`config.mk`:
```
export PLATFORM = sky130hd
export DESIGN_NAME = multiplier_nbits_pipelined
export DESIGN_NICKNAME = d
export VERILOG_FILES = /design/src/rtl/mult_pkg.sv /design/src/rtl/multiplier_nbits_cla_adder.sv /design/src/rtl/multiplier_nbits_pipelined.sv
export SDC_FILE = /design/constraint.sdc
export NUM_CORES = 1
export LEC_CHECK = 0
export BUFFER_PORTS_ARGS = -buffer_cell sky130_fd_sc_hd__buf_2
export CORE_MARGIN = 3
export CORE_UTILIZATION = 35
export CTS_BUF_LIST = sky130_fd_sc_hd__clkbuf_4
export CTS_CLUSTER_SIZE = 20
export DETAILED_ROUTE_END_ITERATION = 8
export PLACE_DENSITY = 0.59
export REMOVE_ABC_BUFFERS = 1
export SLEW_MARGIN = 15
export SYNTH_ARGS = -nofsm -noshare
export SYNTH_HDL_FRONTEND = slang
export SYNTH_HIERARCHICAL = 1
export SYNTH_SLANG_ARGS = --single-unit
```
`constraint.sdc`:
```
create_clock -name clk -period 3.7 [get_ports clk]
set_input_delay 0 -clock clk [delete_from_list [all_inputs] [get_ports clk]]
set_output_delay 0 -clock clk [all_outputs]
set_load 0.005 [all_outputs]
```
`src/rtl/mult_pkg.sv`:
```
// Shared constants and bit-level helpers for the pipelined Dadda multiplier.
// The Dadda height sequence drives how many reduction layers a given WIDTH needs.
package mult_pkg;

  localparam int WIDTH_MIN   = 4;
  localparam int WIDTH_MAX   = 32;
  localparam int DADDA_STEPS = 8;

  function automatic int prod_w(input int width);
    return 2 * width;
  endfunction

  // d_0 = 2, d_(j+1) = floor(1.5 * d_j): 2, 3, 4, 6, 9, 13, 19, 28
  function automatic int dadda_height(input int j);
    int d;
    d = 2;
    for (int i = 0; i < j; i++) begin
      d = (d * 3) / 2;
    end
    return d;
  endfunction

  // {carry, sum}
  function automatic logic [1:0] half_add(input logic x, input logic y);
    return {x & y, x ^ y};
  endfunction

  function automatic logic [1:0] full_add(input logic x, input logic y, input logic z);
    return {(x & y) | (x & z) | (y & z), x ^ y ^ z};
  endfunction

endpackage

```
`src/rtl/multiplier_nbits_cla_adder.sv`:
```
// W-bit carry-lookahead adder built as a Kogge-Stone prefix over generate/propagate.
// Purely combinational; used for the final two-row add of the multiplier.
module cla_adder #(
  parameter int W = 16
) (
  input  logic [W-1:0] a,
  input  logic [W-1:0] b,
  output logic [W-1:0] sum,
  output logic         cout
);

  logic [W-1:0] gen;
  logic [W-1:0] prop;
  logic [W-1:0] grp_g;
  logic [W-1:0] grp_p;
  logic [W-1:0] carry;

  always_comb begin
    gen   = a & b;
    prop  = a ^ b;
    grp_g = gen;
    grp_p = prop;
    // Walking downwards lets each prefix level update in place.
    for (int s = 1; s < W; s = s * 2) begin
      for (int i = W - 1; i >= s; i--) begin
        grp_g[i] = grp_g[i] | (grp_p[i] & grp_g[i-s]);
        grp_p[i] = grp_p[i] & grp_p[i-s];
      end
    end
    carry = {grp_g[W-2:0], 1'b0};
    sum   = prop ^ carry;
    cout  = grp_g[W-1];
  end

endmodule

```
`src/rtl/multiplier_nbits_pipelined.sv`:
```
// WIDTH x WIDTH multiplier, unsigned or Baugh-Wooley signed per transaction,
// Dadda reduction plus CLA final add, PIPE_STAGES-deep valid/ready pipeline.
module multiplier_nbits_pipelined
  import mult_pkg::*;
#(
  parameter int WIDTH       = 8,
  parameter int PIPE_STAGES = 3,
  parameter int SIGNED_EN   = 1
) (
  input  logic                 clk,
  input  logic                 rst_n,
  input  logic                 in_valid,
  output logic                 in_ready,
  input  logic [WIDTH-1:0]     a,
  input  logic [WIDTH-1:0]     b,
  input  logic                 is_signed,
  output logic                 out_valid,
  input  logic                 out_ready,
  output logic [2*WIDTH-1:0]   product
);

  localparam int PROD_W = prod_w(WIDTH);
  localparam int COL_H  = WIDTH + 1;

  typedef struct packed {
    logic             valid;
    logic             is_signed;
    logic [WIDTH-1:0] a;
    logic [WIDTH-1:0] b;
  } op_t;

  typedef struct packed {
    logic              valid;
    logic              is_signed;
    logic [PROD_W-1:0] row0;
    logic [PROD_W-1:0] row1;
  } stage_t;

  logic   adv;
  op_t    op_in;
  op_t    op_cur;
  stage_t rows_comb;
  stage_t rows_cur;

  logic [COL_H-1:0] cur_bits [PROD_W];
  logic [COL_H-1:0] nxt_bits [PROD_W];
  int               cur_h    [PROD_W];
  int               nxt_h    [PROD_W];
  int               k;
  int               rem;
  int               tot;
  int               d;
  logic             pp_bit;
  logic [1:0]       add_r;

  logic [PROD_W-2:0] sum_lo;
  logic              sum_cout;
  logic [PROD_W-1:0] sum_full;

  logic              out_valid_q, out_valid_d;
  logic [PROD_W-1:0] product_q, product_d;

  assign adv      = !out_valid_q || out_ready;
  assign in_ready = adv;

  always_comb begin
    op_in.valid     = in_valid;
    op_in.is_signed = (SIGNED_EN != 0) && is_signed;
    op_in.a         = a;
    op_in.b         = b;
  end

  // Partial products are one gate level, so the first register holds the operands they need.
  if (PIPE_STAGES >= 3) begin : g_pp_reg
    op_t op_q, op_d;
    always_comb op_d = adv ? op_in : op_q;
    always_ff @(posedge clk or negedge rst_n) begin
      if (!rst_n) op_q <= '0;
      else        op_q <= op_d;
    end
    assign op_cur = op_q;
  end else begin : g_pp_comb
    assign op_cur = op_in;
  end

  // Column heights depend only on WIDTH, so every index below folds to a constant.
  always_comb begin
    cur_bits = '{default: '0};
    nxt_bits = '{default: '0};
    cur_h    = '{default: 0};
    nxt_h    = '{default: 0};
    k        = 0;
    rem      = 0;
    tot      = 0;
    d        = 0;
    pp_bit   = 1'b0;
    add_r    = '0;

    for (int i = 0; i < WIDTH; i++) begin
      for (int j = 0; j < WIDTH; j++) begin
        pp_bit = op_cur.a[j] & op_cur.b[i];
        if (op_cur.is_signed && ((i == WIDTH - 1) != (j == WIDTH - 1))) pp_bit = ~pp_bit;
        cur_bits[i+j][cur_h[i+j]] = pp_bit;
        cur_h[i+j] += 1;
      end
    end
    // Baugh-Wooley +2^WIDTH; the +2^(2W-1) term is folded into the final MSB instead.
    cur_bits[WIDTH][cur_h[WIDTH]] = op_cur.is_signed;
    cur_h[WIDTH] += 1;

    for (int s = DADDA_STEPS - 1; s >= 0; s--) begin
      d = dadda_height(s);
      if (d < WIDTH) begin
        nxt_bits = '{default: '0};
        nxt_h    = '{default: 0};
        for (int c = 0; c < PROD_W; c++) begin
          k = 0;
          for (int it = 0; it < COL_H; it++) begin
            rem = cur_h[c] - k;
            tot = rem + nxt_h[c];
            if (rem >= 2 && tot > d) begin
              if (rem >= 3 && tot > d + 1) begin
                add_r = full_add(cur_bits[c][k], cur_bits[c][k+1], cur_bits[c][k+2]);
                k += 3;
              end else begin
                add_r = half_add(cur_bits[c][k], cur_bits[c][k+1]);
                k += 2;
              end
              nxt_bits[c][nxt_h[c]] = add_r[0];
              nxt_h[c] += 1;
              if (c + 1 < PROD_W) begin
                nxt_bits[c+1][nxt_h[c+1]] = add_r[1];
                nxt_h[c+1] += 1;
              end
            end else if (rem >= 1) begin
              nxt_bits[c][nxt_h[c]] = cur_bits[c][k];
              nxt_h[c] += 1;
              k += 1;
            end
          end
        end
        cur_bits = nxt_bits;
        cur_h    = nxt_h;
      end
    end

    rows_comb.valid     = op_cur.valid;
    rows_comb.is_signed = op_cur.is_signed;
    rows_comb.row0      = '0;
    rows_comb.row1      = '0;
    for (int c = 0; c < PROD_W; c++) begin
      rows_comb.row0[c] = cur_bits[c][0];
      rows_comb.row1[c] = cur_bits[c][1];
    end
  end

  if (PIPE_STAGES >= 2) begin : g_rows_reg
    stage_t rows_q, rows_d;
    always_comb rows_d = adv ? rows_comb : rows_q;
    always_ff @(posedge clk or negedge rst_n) begin
      if (!rst_n) rows_q <= '0;
      else        rows_q <= rows_d;
    end
    assign rows_cur = rows_q;
  end else begin : g_rows_comb
    assign rows_cur = rows_comb;
  end

  cla_adder #(.W(PROD_W - 1)) u_cla (
    .a    (rows_cur.row0[PROD_W-2:0]),
    .b    (rows_cur.row1[PROD_W-2:0]),
    .sum  (sum_lo),
    .cout (sum_cout)
  );

  assign sum_full = {rows_cur.row0[PROD_W-1] ^ rows_cur.row1[PROD_W-1] ^ sum_cout ^ rows_cur.is_signed,
                     sum_lo};

  always_comb begin
    out_valid_d = out_valid_q;
    product_d   = product_q;
    if (adv) begin
      out_valid_d = rows_cur.valid;
      if (rows_cur.valid) product_d = sum_full;
    end
  end

  always_ff @(posedge clk or negedge rst_n) begin
    if (!rst_n) begin
      out_valid_q <= 1'b0;
      product_q   <= '0;
    end else begin
      out_valid_q <= out_valid_d;
      product_q   <= product_d;
    end
  end

  assign out_valid = out_valid_q;
  assign product   = product_q;

endmodule
```
[After elaboration in Yosys (flattened, before gate mapping)]
Cells that the tools add are included.
Operators by class
  reductions and logical operators: 3
  bitwise gates (word level): 467
  muxes and demuxes: 14
Operators with widths (number)
  AND 1 bit: 254
  bitwise OR 1 bit: 117
  XOR 1 bit: 79
  XOR 15 bit: 2
  AND 15 bit: 1
  2-to-1 mux 1 bit: 14
  inverter 1 bit: 14
  AND reduction 2 bit: 1
  logical NOT 1 bit: 1
  logical OR 1 bit: 1
Storage, ports and cells
  output and inout bits: 18
  logic and storage cells: 494
  bits in registers: 66
  input port bits: 21

[Longest topological paths before layout]
Gate-level depths: netlist of run 1.
  depth in word-level cells: 15
  depth in mapped cells: 11
  depth with buffers taken out: 10

[Modules after synthesis]
The synthesis of run 1 kept the hierarchy.
By module, submodules not included
  multiplier_nbits_pipelined: area each 3905.0 um^2, times used 1, cells each 405, seq. area each 1651.6 um^2
  cla_adder: area each 848.3 um^2, times used 1, cells each 120, seq. area each 0.0 um^2

[Worst setup path before layout of run 1]
OpenSTA, ideal clock, no wires.
  path type: reg-to-reg
  start: reg g_pp_reg.op_q[16] (netlist name)
  end: reg g_rows_reg.rows_q[8] (netlist name)
  clock period less this slack: 3.155 ns
  buffers on the path: 2
  cell stages (with the launch flop): 12
  arrival time: 3.090 ns
  slack: 0.545 ns
  library setup time: 0.065 ns
  cell sequence: dfrtp_1 -> buf_2 -> buf_2 -> xnor2_1 -> fa_1 -> fa_1 -> inv_1 -> fa_1 -> inv_1 -> fa_1 -> nand2_1 -> nand2_1
RTL lines
  start, declared: line multiplier_nbits_pipelined.sv:75  | op_t op_q, op_d;
  start signal, assigned: line multiplier_nbits_pipelined.sv:79  | else op_q <= op_d;
  end signal, assigned: line multiplier_nbits_pipelined.sv:162  | else rows_q <= rows_d;
  end, declared: line multiplier_nbits_pipelined.sv:158  | stage_t rows_q, rows_d;

==> results.yml, run 1 <==
power:
  p_per_area_mw_per_mm2: 838.1
  peakVddDrop_mv: 0.1975
  p_leak_nw: 2.731
global_route:
  antenna_found_initial: 1
  gr-total-overflow: 0
  first_global_vias: 3598
  grt_max_degree: 53
  track_usage_pct: 14.45
  grt_pass1_wl_mm: 17.22
sta:
  rsz0062_at_grt: "false"
  final_hold_viol_count: 0
  setup_viol: 0
  final.min_clock_period_ps: 3094
  tightest_slew_ps: 910.7
  worst_clock_skew_ps: 16.65
  slew-limit-headroom_pct: 39.28
  holdWs_ps: 170.9
  period_share_pct: 83.61
  timing.final.ws_setup_ps: 606.5
  drv_slew: 0
  fmax_ghz: 0.3233
yosys:
  synthArstFlopShare_pct: 100.0
  syn-cell-area_mm2: 0.004753
  ys_top_cells_by_area: "dfrtp_1 (35%), fa_1 (15%), nand2_1 (14%)"
  synthTopCellsByCount: "nand2_1 (178), dfrtp_1 (66), inv_1 (40)"
  synthFlopType: "dfrtp_1"
  avgSynthCellArea_um2: 9.054
  synth.most_common_cell: "nand2_1"
  yosys_register_bits: 66
  yosys_warnings: 6
  ys_types: 48
  synth_cells: 525
  synth_edf_count: 0
  yosysTopAreaCell: "dfrtp_1"
  seq_area_frac_synth_pct: 34.75
  netlist.area_leader.share_pct: 34.75
worst_setup_path:
  crit_cells: 10
  cp-startpoint: "g_pp_reg.op_q[15]"
  required_ps: 4030
  cp_top_family: "adder cells"
  crit_path_end: "g_rows_reg.rows_q[8]"
  cp_common_cell: "fa_1"
  r2r_cells: 10
  crit_slowest_cell: "fa_1"
  end_kind: "flop"
  crit_path_start_kind: "flop"
  cp_max_fo: 9
  r2r-end: "g_rows_reg.rows_q[8]"
  crit_chain: "nand2_1 > xnor2_1 > fa_1 > fa_1 > inv_1 > fa_1 > inv_1 > fa_1 > nand2_1 > nand2_1"
  path_class: "reg -> reg"
  slowest_delay_ps: 540
  cp_data_arrival_time_ps: 3430
  cp_num_buf_inv: 2
  r2r_setup_slack_ps: 610
  rr_startpoint: "g_pp_reg.op_q[15]"
drt:
  routed_wl_mm: 9.563
  via_per_inst: 4.608
  dr_total_vias: 3442
  drt-initial-drc-count: 202
  remaining_drc_errors: 0
  wl_per_cell_um: 12.80
  route.antenna.remaining_nets: 0
  dr.pass1.iters: 4
floorplan:
  ioPinCount: 39
  dieArea_mm2: 0.01501
  die_w_um: 122.5
  rows: 41
  start_util_pct: 36.77
  die_h_um: 122.5
  coreArea_mm2: 0.01293
worst_hold_path:
  holdCritPathClass: "in -> reg"
placed_design:
  gp_congestion: 0.8738
  placedInstanceArea_mm2: 0.005059
  dp.cells: 711
  place_ws_ps: 591.2
  post-dp-hpwl_mm: 7.061
  port_buffers: 38
clock_network:
  worstSkewPairLatency_ps: 440
  cts_tree: "done"
  cts.sinks: 66
  root_buffer: "clkbuf_4"
  htreeDepth: 3
  cts_buffers: 9
  clk_pin_slew_ps: 120
  clock_path_buffers: 2
outcome:
  status: "completed"
layout:
  syn_to_final_growth_pct: 13.27
  final_nets: 647
  fin_area_mm2: 0.005384
  fin_util_pct: 41.65
  finalNonFillerCells: 747
  fillers: 1326
  layout-drive-gt1-share_pct: 14.46
job:
  max_cap_viol_count: 0
## power breakdown
| part | leakage (nW) | switching, W | internal (W) |
|---|---|---|---|
| logic | 1.85 | 0.00148 | 0.00127 |
| registers | 0.809 | 0.000243 | 0.00103 |
| clock network | 0.0764 | 0.000270 | 0.000224 |
| total | 2.73 | 0.00199 | 0.00252 |
## layout by cell type, fill, tap and decap left out, types with 2 or more instances in the layout
| cell | netlist | routed |
|---|---|---|
| o211ai_1 | 3 | 3 |
| nand3_1 | 9 | 9 |
| nand2_1 | 178 | 178 |
| or3_1 | 3 | 3 |
| mux2_4 | 10 | 10 |
| dfrtp_1 | 66 | 66 |
| xor2_1 | 9 | 9 |
| nor2_1 | 9 | 9 |
| dlygate4sd3_1 | 0 | 19 |
| a21oi_2 | 3 | 3 |
| nor2b_1 | 4 | 3 |
| mux2_2 | 6 | 6 |
| and2_1 | 28 | 28 |
| fa_1 | 36 | 36 |
| nor3_1 | 8 | 8 |
| buf_4 | 0 | 3 |
| o21ai_0 | 8 | 8 |
| ha_1 | 21 | 21 |
| a21oi_1 | 11 | 11 |
| clkbuf_4 | 0 | 12 |
| o21a_1 | 3 | 3 |
| o311ai_0 | 2 | 2 |
| inv_1 | 40 | 40 |
| buf_2 | 7 | 38 |
| clkinv_1 | 0 | 2 |
| xnor2_1 | 15 | 15 |
| nand2b_1 | 5 | 5 |
## layer usage
| metal | global-route usage (%) | routed length, µm |
|---|---|---|
| met5 | 0 | 0 |
| met4 | 6.368 | 226 |
| met3 | 2.949 | 293 |
| met2 | 22.95 | 4476 |
| met1 | 19.15 | 4566 |
## cells by family after synthesis
group | share of synthesized area, %
and+or+nand+nor | 22.64
buffers and inverters | 6.080
DFF | 34.75
adders and majority gates | 20.69
AOI/OAI and AO/OA | 6.555
xor gates and xnor gates | 4.422
muxes | 4.791
other | 0.07889
## sequential cells by signal, indices dropped and copies added, names as in the netlist
signal,count
product,16
out_valid,1
g_rows_reg.rows_q,31
g_pp_reg.op_q,18
## final cells by class
cell class	count	area [µm²]	area share, %
clock buffers	12	90.09	1.673
diodes	1	2.502	0.04648
repair buffers	60	402.9	7.483
flip-flops and latches	66	1652	30.68
multi-input cells	391	2820	52.38
inverters	41	158.9	2.951
well taps	172	215.2	3.997
clock inverters	4	42.54	0.7901
## worst min-delay path by stage
stage	end	start	cells past startpoint	slack (ps)
after floorplan	g_pp_reg.op_q[0]	rst_n	0	-300
after global placement	g_pp_reg.op_q[10]	rst_n	1	180
after detailed placement	g_pp_reg.op_q[0]	rst_n	1	200
after CTS	g_rows_reg.rows_q[3]	out_ready	5	140
after global routing	g_rows_reg.rows_q[4]	out_ready	5	200
final	g_rows_reg.rows_q[3]	out_ready	5	170
## through the flow
step	power, W	TNS [ps]
4_1_cts	0.004592	0
6_report	0.004512	0
2_1_floorplan	0.003383	-696.0
3_3_place_gp	0.003980	0
5_1_grt	0.005115	0
3_5_place_dp	0.004056	0
## tightest hold or removal path, cell delays in order
cell,delay [ps]
buf_2,100
nor2b_4,40
buf_4,280
nand2_1,120
nand2_1,40
## what timing repair did
| action | in CTS | in global routing |
|---|---|---|
| resized for setup | 0 | 0 |
| hold buffers | 19 | 0 |
| setup buffers | 0 | 0 |
| endpoints found under the hold margin | 57 | 0 |
| setup endpoints to repair | 0 | 0 |
Power figures use the tool's default switching activity.
==> inputs of run 2 (changes only) <==
- clock period: 3.7 -> 2.9 ns (I/O delays scaled with it)
==> results.yml, run 2 (synthesized netlist as in run 1, its figures left out) <==
global_route:
  grt_pass1_wl_mm: 17.65
  grt_max_degree: 53
  gr-total-overflow: 0
  first_global_vias: 3816
  antenna_found_initial: 1
  track_usage_pct: 14.72
layout:
  layout-drive-gt1-share_pct: 19.66
  syn_to_final_growth_pct: 17.29
  fin_util_pct: 43.13
  final_nets: 663
  fin_area_mm2: 0.005575
  final_common_cell: "nand2_1"
  fillers: 1302
  finalNonFillerCells: 763
  mostFrequentLayoutCells: "nand2_1 (175), dfrtp_1 (64), buf_2 (38)"
  regMostFlops: "g_rows_reg.rows_q"
  largest_register_ffs: 31
clock_network:
  cts_buffers: 9
  worstSkewPairLatency_ps: 420
  cts_tree: "done"
  root_buffer: "clkbuf_4"
  clk_pin_slew_ps: 110
  clock_path_buffers: 2
  cts.sinks: 66
  htreeDepth: 3
worst_setup_path:
  crit_chain: "nand2_2 > xnor2_2 > fa_1 > fa_1 > inv_2 > fa_1 > inv_1 > fa_2 > nand2_1 > nand2_1"
  path_class: "reg -> reg"
  cp_data_arrival_time_ps: 3250
  crit_slowest_cell: "fa_2"
  crit_path_start_kind: "flop"
  cp_common_cell: "fa_1"
  slowest_delay_ps: 510
  end_kind: "flop"
  required_ps: 3260
  cp_max_fo: 4
placed_design:
  dp.cells: 726
  port_buffers: 38
  post-dp-hpwl_mm: 7.410
  placedInstanceArea_mm2: 0.005171
  gp_congestion: 0.8367
floorplan:
  coreArea_mm2: 0.01293
  ioPinCount: 39
  start_util_pct: 36.77
  die_h_um: 122.5
  dieArea_mm2: 0.01501
  rows: 41
  die_w_um: 122.5
drt:
  dr.pass1.iters: 4
  dr_total_vias: 3498
  remaining_drc_errors: 0
  route.antenna.remaining_nets: 0
  wl_per_cell_um: 12.76
  via_per_inst: 4.585
  routed_wl_mm: 9.737
  drt-initial-drc-count: 130
sta:
  rsz0062_at_grt: "true"
  period_share_pct: 99.51
  final.min_clock_period_ps: 2886
  setup_viol: 0
  final_hold_viol_count: 0
  drv_slew: 0
  worst_clock_skew_ps: 13.32
  fmax_ghz: 0.3465
job:
  max_cap_viol_count: 0
power:
  p_per_area_mw_per_mm2: 1071
  power_w: 0.005972
  p_leak_nw: 2.838
  peakVddDrop_mv: 0.3039
worst_hold_path:
  holdCritPathClass: "in -> async"
outcome:
  status: "completed"
## run 2: changes by cell type in the layout (fill, tap and decap cells not counted), moves of 2 or more
cell      before  now
inv_2          0    3
inv_1         40   37
fa_1          36   33
clkinv_1       2    0
nand2_2        1    4
buf_4          3   19
nand2_1      178  175
xnor2_1       15   12
xnor2_2        0    3
fa_2           0    3
dfrtp_2        0    2
dfrtp_1       66   64
## run 2: per-layer routing
metal	routed length (µm)	up-vias	GRT usage [%]
met5	0	-	0
met4	189	0	5.178
met3	313	13	2.488
met2	4665	62	25.28
met1	4568	1647	18.74
li1	-	1776	-
## run 2: layout make-up
class | count | area, µm² | share of cell area, %
inverter | 41 | 158.9 | 2.850
clock inverter | 5 | 78.83 | 1.414
multi-input combinational | 391 | 2860 | 51.30
tap | 172 | 215.2 | 3.860
antenna | 1 | 2.502 | 0.04488
sequential | 66 | 1654 | 29.67
clock buffer | 11 | 82.58 | 1.481
timing repair buffer | 76 | 523.0 | 9.381
## run 2: report_power, final
part	total (W)	switching, W	internal [W]
combinational	0.00369	0.00198	0.00171
sequential	0.00157	0.000256	0.00131
clock	0.000717	0.000349	0.000368
total	0.00597	0.00258	0.00339
## run 2: path summary, 6_finish.rpt
path | start | slack [ps] | depth (start not counted) | endpoint
setup / recovery | g_pp_reg.op_q[15] | 10 | 10 | g_rows_reg.rows_q[7]
hold / removal | rst_n | 110 | 3 | g_pp_reg.op_q[0]
setup reg to reg | g_pp_reg.op_q[15] | 10 | 10 | g_rows_reg.rows_q[7]
hold reg to reg | g_rows_reg.rows_q[5] | 480 | 2 | g_rows_reg.rows_q[5]
max in group asynchronous | rst_n | 2390 | 3 | product[11]
min in group clk | out_ready | 130 | 4 | out_valid
## run 2: stage by stage
stage | hold slack [ps] | setup TNS (ps) | worst slack [ps]
CTS | 93.89 | -5.677 | -5.677
global route | 138.3 | -523.9 | -112.3
detailed placement | 49.53 | -289.0 | -76.97
finish | 114.1 | 0 | 14.28
global placement | 34.85 | -76.08 | -40.08
floorplan | -295.6 | -29880 | -869.4
## run 2: timing repair
action                     CTS  global route
pin swaps                   16             8
buffers inserted             1             0
setup endpoints to repair    7            10
cloned                       0             0
hold buffers                19             0
hold endpoints to repair    84             0
gates resized for setup      7             8
## run 2: critical path, delay by kind of cell (launching register included)
family,cells,cell delay (ps)
flops,1,430
simple gates,3,200
fa+ha+maj,4,1930
xor+xnor,1,170
buf+inv,2,90
==> inputs of run 3 (changes only) <==
- CELL_PAD_IN_SITES_DETAIL_PLACEMENT: unset -> 1
- CELL_PAD_IN_SITES_GLOBAL_PLACEMENT: unset -> 1
- CORE_ASPECT_RATIO: unset -> 1.5
- PLACE_DENSITY: 0.59 -> 0.71
==> results.yml, run 3 (synthesized netlist as in run 1, its figures left out) <==
outcome:
  status: "complete, but fails checks"
  violations: "negative setup slack"
floorplan:
  rows: 51
  die_w_um: 101.2
  coreArea_mm2: 0.01315
  start_util_pct: 36.16
  dieArea_mm2: 0.01504
  die_h_um: 148.7
  ioPinCount: 39
placed_design:
  place_ws_ps: -131.7
  port_buffers: 38
  post-dp-hpwl_mm: 8.180
  dp.cells: 712
  gp_congestion: 0.8662
  placedInstanceArea_mm2: 0.005160
global_route:
  grt_max_degree: 67
  track_usage_pct: 15.72
  grt_pass1_wl_mm: 18.82
  first_global_vias: 4004
  gr-total-overflow: 0
  antenna_found_initial: 1
drt:
  wl_met1_mm: 4.342
  wl_per_cell_um: 14.55
  remaining_drc_errors: 0
  routed_wl_mm: 10.94
  route.antenna.remaining_nets: 0
  routed-wl-met2_mm: 6.075
  dr.pass1.iters: 5
  routed.top_layer: "met4"
  wl_met3_um: 220
  drt-initial-drc-count: 80
  dr_total_vias: 3633
  via_per_inst: 4.831
layout:
  ff_latch_area_mm2: 0.001655
  mostFrequentLayoutCells: "nand2_1 (175), dfrtp_1 (63), buf_2 (38)"
  syn_to_final_growth_pct: 17.32
  largest_register_ffs: 31
  fin_area_mm2: 0.005577
  finalNonFillerCells: 752
  final_nets: 665
  multi_input_area_mm2: 0.002893
  fin_util_pct: 42.42
  layout-drive-gt1-share_pct: 21.11
  final_common_cell: "nand2_1"
  fillers: 1549
  regMostFlops: "g_rows_reg.rows_q"
clock_network:
  root_buffer: "clkbuf_4"
  clk_pin_slew_ps: 130
  htreeDepth: 3
  cts_buffers: 9
  clock_path_buffers: 2
  cts_tree: "done"
  cts.sinks: 66
  worstSkewPairLatency_ps: 440
worst_setup_path:
  slowest_delay_ps: 520
  crit_chain: "buf_6 > nand2_4 > xnor2_2 > fa_1 > fa_1 > inv_2 > fa_1 > inv_1 > fa_2 > nand2_1 > nand2_1"
  cp_common_cell: "fa_1"
  r2r_setup_slack_ps: -60
  cp_data_arrival_time_ps: 3360
  r2r-end: "g_rows_reg.rows_q[8]"
  r2r_cells: 11
  required_ps: 3290
  path_class: "reg -> reg"
  cp_top_family: "adder cells"
  cp_max_fo: 4
  cp_num_buf_inv: 3
  crit_path_start_kind: "flop"
  crit_slowest_cell: "fa_1"
  rr_startpoint: "g_pp_reg.op_q[15]"
  end_kind: "flop"
sta:
  final_hold_viol_count: 0
  fmax_ghz: 0.3374
  final.min_clock_period_ps: 2964
  period_share_pct: 102.2
  drv_slew: 0
  holdWs_ps: 72.04
  rsz0062_at_grt: "true"
  setup_viol: 3
  worst_clock_skew_ps: 18.65
  timing.final.ws_setup_ps: -63.80
worst_hold_path:
  holdCritPathClass: "in -> async"
power:
  p_leak_nw: 2.835
  p_per_area_mw_per_mm2: 1057
  peakVddDrop_mv: 0.2816
job:
  max_cap_viol_count: 0
[run 3: cell count changes in the layout (fill, tap and decap cells not counted), moves of 2 or more]
cell	before	now
bufinv_16	2	0
fa_1	33	30
fa_2	3	6
nand2_2	4	2
nand2_4	1	3
[run 3: through the flow]
| step | power (W) | TNS [ps] |
|---|---|---|
| 2_1_floorplan | 0.004317 | -29880 |
| 3_3_place_gp | 0.005125 | -46.65 |
| 3_5_place_dp | 0.005294 | -372.5 |
| 4_1_cts | 0.005905 | -24.98 |
| 5_1_grt | 0.006665 | -667.4 |
| 6_report | 0.005895 | -99.47 |
[run 3: layout make-up]
class,instances,area share [%]
diodes,1,0.04487
well taps,159,3.567
flip-flops and latches,66,29.68
inverters,41,2.849
multi-input cells,391,51.87
clock inverters,5,0.5609
repair buffers,78,9.939
clock buffers,11,1.481
[run 3: per-layer routing]
layer | global-route usage (%) | vias to the layer above
met5 | 0 | -
li1 | - | 1775
met3 | 1.872 | 22
met2 | 28.87 | 46
met4 | 7.119 | 0
met1 | 17.80 | 1790
[run 3: timing repair]
action,in CTS,in global routing
pin swaps,14,17
gates resized for setup,7,18
hold buffers,19,0
buffers inserted,2,2
endpoints found under the hold margin,84,0
setup endpoints to repair,6,10
[run 3: worst register-to-register path: stages, from the launching register on]
cell     delay [ps]
dfrtp_2         450
buf_6           130
nand2_4          60
xnor2_2         120
fa_1            440
fa_1            500
inv_2            40
fa_1            520
inv_1            50
fa_2            510
nand2_1          50
nand2_1          60
[run 3: report_power, final]
part | switching [W] | total, W | internal, W
sequential | 0.000256 | 0.00157 | 0.00131
clock | 0.000363 | 0.000556 | 0.000193
combinational | 0.00204 | 0.00377 | 0.00174
total | 0.00266 | 0.00590 | 0.00324
[run 3: worst max path at each step]
stage / startpoint / end / cells past startpoint
after global placement: g_pp_reg.op_q[15] / g_rows_reg.rows_q[8] / 10
final: g_pp_reg.op_q[15] / g_rows_reg.rows_q[8] / 11
after detailed placement: g_pp_reg.op_q[15] / g_rows_reg.rows_q[8] / 10
after floorplan: out_valid / product[10] / 4
after global routing: g_pp_reg.op_q[0] / g_rows_reg.rows_q[7] / 10
after CTS: g_pp_reg.op_q[15] / g_rows_reg.rows_q[8] / 10
